**src/rtl/gte_microcode_sequencer.sv**
```systemverilog
// GTE microcode sequencer: maps a COP2 opcode to a start PC and steps the ROM address,
// absorbing the ROM's one-cycle registered read. START_TABLE packs opcode n at [n*PC_W +: PC_W].
module gte_microcode_sequencer #(
  parameter int                 PC_W        = 9,
  parameter int                 ROM_LAST    = 321,
  parameter logic [64*PC_W-1:0] START_TABLE = '0
) (
  input  logic            i_clk,
  input  logic            i_rst,
  input  logic            i_run,
  input  logic [5:0]      i_instr,
  input  logic            i_useFast,
  input  logic            i_stall,
  input  logic            i_lastInstr,
  output logic [PC_W-1:0] o_PC,
  output logic            o_romRdEn,
  output logic            o_isNewInstr,
  output logic            o_useFast,
  output logic            o_busy,
  output logic            o_done,
  output logic            o_invalid,
  output logic            o_error
);

  typedef enum logic [1:0] {IDLE, FETCH, EXEC} state_t;

  state_t          state_q, state_d;
  logic [PC_W-1:0] pc_q, pc_d;
  logic            new_q, new_d;
  logic            fast_q, fast_d;
  logic            done_q, done_d;
  logic            invalid_q, invalid_d;
  logic            error_q, error_d;
  logic [PC_W-1:0] start_pc;

  assign start_pc = START_TABLE[i_instr*PC_W +: PC_W];

  always_ff @(posedge i_clk or posedge i_rst) begin
    if (i_rst) begin
      state_q   <= IDLE;
      pc_q      <= '0;
      new_q     <= 1'b0;
      fast_q    <= 1'b0;
      done_q    <= 1'b0;
      invalid_q <= 1'b0;
      error_q   <= 1'b0;
    end else begin
      state_q   <= state_d;
      pc_q      <= pc_d;
      new_q     <= new_d;
      fast_q    <= fast_d;
      done_q    <= done_d;
      invalid_q <= invalid_d;
      error_q   <= error_d;
    end
  end

  always_comb begin
    state_d   = state_q;
    pc_d      = pc_q;
    new_d     = new_q;
    fast_d    = fast_q;
    done_d    = 1'b0;
    invalid_d = invalid_q;
    error_d   = error_q;
    unique case (state_q)
      IDLE: begin
        new_d = 1'b0;
        if (i_run) begin
          invalid_d = 1'b0;
          error_d   = 1'b0;
          if (start_pc == '0) begin
            invalid_d = 1'b1;
            done_d    = 1'b1;
          end else begin
            pc_d    = start_pc;
            fast_d  = i_useFast;
            state_d = FETCH;
          end
        end
      end
      FETCH: begin
        if (!i_stall) begin
          pc_d    = pc_q + PC_W'(1);
          new_d   = 1'b1;
          state_d = EXEC;
        end
      end
      EXEC: begin
        // i_lastInstr refers to entry pc_q-1; a stalled cycle never evaluates it
        if (!i_stall) begin
          new_d = 1'b0;
          if (i_lastInstr) begin
            pc_d    = '0;
            done_d  = 1'b1;
            state_d = IDLE;
          end else if (pc_q == PC_W'(ROM_LAST)) begin
            pc_d    = '0;
            done_d  = 1'b1;
            error_d = 1'b1;
            state_d = IDLE;
          end else begin
            pc_d = pc_q + PC_W'(1);
          end
        end
      end
      default: state_d = IDLE;
    endcase
  end

  assign o_busy       = (state_q != IDLE);
  assign o_romRdEn    = ~(o_busy & i_stall);
  assign o_PC         = pc_q;
  assign o_isNewInstr = new_q;
  assign o_useFast    = fast_q;
  assign o_done       = done_q;
  assign o_invalid    = invalid_q;
  assign o_error      = error_q;

endmodule

```
**config.mk**
```make
export PLATFORM = sky130hd
export DESIGN_NAME = gte_microcode_sequencer
export DESIGN_NICKNAME = d
export VERILOG_FILES = /design/src/rtl/gte_microcode_sequencer.sv
export SDC_FILE = /design/constraint.sdc
export NUM_CORES = 1
export LEC_CHECK = 0
export BUFFER_PORTS_ARGS = -buffer_cell sky130_fd_sc_hd__buf_2
export CAP_MARGIN = 10
export CORE_MARGIN = 5
export CORE_UTILIZATION = 50
export DETAILED_ROUTE_END_ITERATION = 10
export PLACE_DENSITY = 0.78
export SETUP_SLACK_MARGIN = 0.5
export SLEW_MARGIN = 20
export SYNTH_ARGS = -nofsm -noshare
export SYNTH_HDL_FRONTEND = slang
export SYNTH_SLANG_ARGS = --single-unit
```
**constraint.sdc**
```tcl
create_clock -name i_clk -period 2.3 [get_ports i_clk]
set_clock_uncertainty 0.2 [all_clocks]
set_input_delay 0.115 -clock i_clk [delete_from_list [all_inputs] [get_ports i_clk]]
set_output_delay 0.115 -clock i_clk [all_outputs]
set_load 0.02 [all_outputs]
```
==> out/results.ini <==
[run_status]
status = finished, final reports clean

[pwr]
p_switching_mw = 0.1104
p_leak_nw = 0.5674
power_frac_comb_pct = 6.1
p_int_mw = 0.3430
ir_worst_vdd_mv = 0.2587
clockPowerShare_pct = 35.6
swShare_pct = 24.35
power_frac_seq_pct = 58.3
power_density_mw_per_mm2 = 338.7

[setup_path]
crit_path_max_incr_delay_ns = 0.42
crit_fanout = 4
cpMaxStageDelayCell = dfrtp_2
path_class = flop to flop
worstPathCellList = inv_2 > ha_4 > nor4bb_4 > and4_4 > o211ai_4 > mux2_4
crit_path_end_kind = flop
cp-start-kind = flop
arrival_ns = 1.88
required_ns = 2.29

[synth]
synth_edf_count = 0
synth_cells = 96
synth.distinct_cells = 32
synth_area_um2 = 925.9
yosys_warnings = 0
synth_top_cell_by_area = dfrtp_1
synthArstFlopShare_pct = 100.0
avgSynthCellArea_um2 = 9.645
yosysMostFrequentCell = dfrtp_1
synth_ff_type = dfrtp_1
synthTopCellsByCount = dfrtp_1 (15), inv_1 (9), nor2_1 (7)
synth_area_leaders = dfrtp_1 (41%), ha_1 (8.1%), o32ai_1 (3.8%)
synthDominantCellAreaShare_pct = 40.54
syn-num-nets = 114
seq_area_frac_synth_pct = 40.54
ys_ff_latch = 15

[routing]
drt-initial-drc-count = 14
firstDrtPassIters = 4
vias = 895
drt-total-wl_mm = 2.601
drc = 0
route.detailed.wl_per_inst_um = 16.67
drtAntennaViolNets = 0
viasPerCell = 5.737

[timing]
hold_viol = 0
setup_ws_ns = 0.4065
worst_pin_slew_ns = 0.5754
slew_violations = 0
setup_viol = 0
rsz0062_at_grt = yes
clock.fmax_mhz = 528.1
max-slew-margin-rel_pct = 61.60
fin_tns_setup_ns = 0
min_period_over_period_pct = 82.33
min_period_ns = 1.893

[final_layout]
antenna_cells = 0
layout.area.seq_um2 = 380.4
multiInputGateArea_um2 = 655.6
fillers = 114
drive_gt1_share_pct = 46.56
nets = 150
area_growth_syn_to_layout_pct = 44.59

[clock_tree]
path_clk_slew_ns = 0.10
cts.sinks = 15
cts_root_buf = clkbuf_4
numCtsBuffers = 3
clock_path_buffers = 2
cts_tree = done
htreeDepth = 1
insertion_delay_ns = 0.30

[global_route]
grt_antenna_before_repair = 0
grt_usage_pct = 18.84
grt_max_degree = 16
overflow = 0
grt_pass1_vias = 832
grt_pass1_wl_mm = 3.822
busiest_layer = met2
met2_usage_pct = 28.51
grt_util_met1_pct = 25.70
gr-usage-met3_pct = 3.380

[placement]
dp_slack_ns = 0.2887
dp_hpwl_mm = 1.533
numPortBuffers = 19
place.gp.congestion = 0.8065

[run]
drv_cap = 0

[floorplan]
start_util_pct = 53.05
die_area_mm2 = 0.002812
pin_count = 28
core_area_mm2 = 0.001745
row_count = 15
dieWidth_um = 53.03
die_y_um = 53.03

[worst_hold_path]
min_path_type = input port to flop

## sequential cells by signal, indices dropped and copies added, names as in the netlist
signal and cells:
o_error 1, o_invalid 1, o_PC 9, state_q 2, o_done 1, o_isNewInstr 1
## cell families (layout without fill, tap and decap cells)
| group | Yosys count | in the layout | synth area share, % |
|---|---|---|---|
| AND/OR/NAND/NOR | 35 | 35 | 22.57 |
| AO/OA/AOI/OAI | 27 | 27 | 21.22 |
| adder cells (fa/ha/maj) | 6 | 6 | 8.108 |
| multiplexers | 2 | 2 | 2.702 |
| buffers and inverters | 10 | 45 | 4.460 |
| flip-flops | 15 | 15 | 40.54 |
| other | 1 | 1 | 0.4050 |
## power by group through the flow
stage | Combinational, mW | Sequential [mW] | Clock (mW)
floorplan | 0.0102 | 0.271 | 0
global placement | 0.0183 | 0.270 | 0
detailed placement | 0.0185 | 0.270 | 0
CTS | 0.0250 | 0.264 | 0.161
global route | 0.0306 | 0.265 | 0.178
finish | 0.0276 | 0.264 | 0.161
## cell usage in the layout, fill, tap and decap left out, drive strengths merged, types with 5 or more instances in the layout
| cell type | n |
|---|---|
| nor2 | 7 |
| dfrtp | 15 |
| buf | 29 |
| ha | 6 |
| o21ai | 7 |
| nand3 | 6 |
| inv | 9 |
| nand2 | 6 |
| nand2b | 5 |
| a21oi | 6 |
## stage by stage
stage | area (um^2) | utilization [%] | cells | hold WS (ns) | power (mW)
2_1_floorplan | 945.9 | - | 96 | -0.1837 | 0.2812
3_3_place_gp | 1065 | 61.00 | 139 | -0.0002622 | 0.2880
3_5_place_dp | 1065 | 61.00 | 139 | 0.003719 | 0.2882
4_1_cts | 1222 | 70.04 | 152 | 0.02677 | 0.4502
5_1_grt | 1339 | 76.70 | 156 | 0.07522 | 0.4736
6_report | 1339 | 76.70 | 156 | 0.05077 | 0.4534
## worst paths after layout
kind,from,end,slack (ns),depth (start not counted)
max,o_PC[1],state_q[1],0.41,6
min,i_stall,o_isNewInstr,0.05,4
max reg2reg,o_PC[1],state_q[1],0.41,6
min reg2reg,o_invalid,o_invalid,0.28,1
max in group asynchronous,i_rst,o_PC[1],1.27,3
min in group asynchronous,i_rst,state_q[0],0.21,3
## timing repair
action                                 in CTS  in global routing
gates resized for setup                    12                 17
hold buffers                                3                  0
endpoints found under the hold margin      18                  0
setup buffers                               6                  4
pin swaps                                   4                  4
setup endpoints to repair                  10                 11
## worst max-delay path: cells and delay by family, from the launching register on
family                   cells  cell delay [ns]
AO/OA/AOI/OAI                1             0.09
multiplexers                 1             0.30
flip-flops                   1             0.42
AND/OR/NAND/NOR              2             0.59
adder cells (fa/ha/maj)      1             0.13
buffers and inverters        1             0.06
## layout make-up
| class | instances | area share [%] |
|---|---|---|
| multi-input cells | 71 | 48.97 |
| flip-flops and latches | 15 | 28.41 |
| repair buffers | 32 | 15.79 |
| inverters | 9 | 2.523 |
| well taps | 25 | 2.336 |
| clock buffers | 4 | 1.963 |
## routing by layer
metal | vias to the layer above | part of all wire (%)
li1 | 425 | -
met1 | 427 | 44
met2 | 32 | 48
met3 | 11 | 4.8
met4 | 0 | 4.1
met5 | - | 0
No activity file was read; power rests on OpenSTA's default activity.
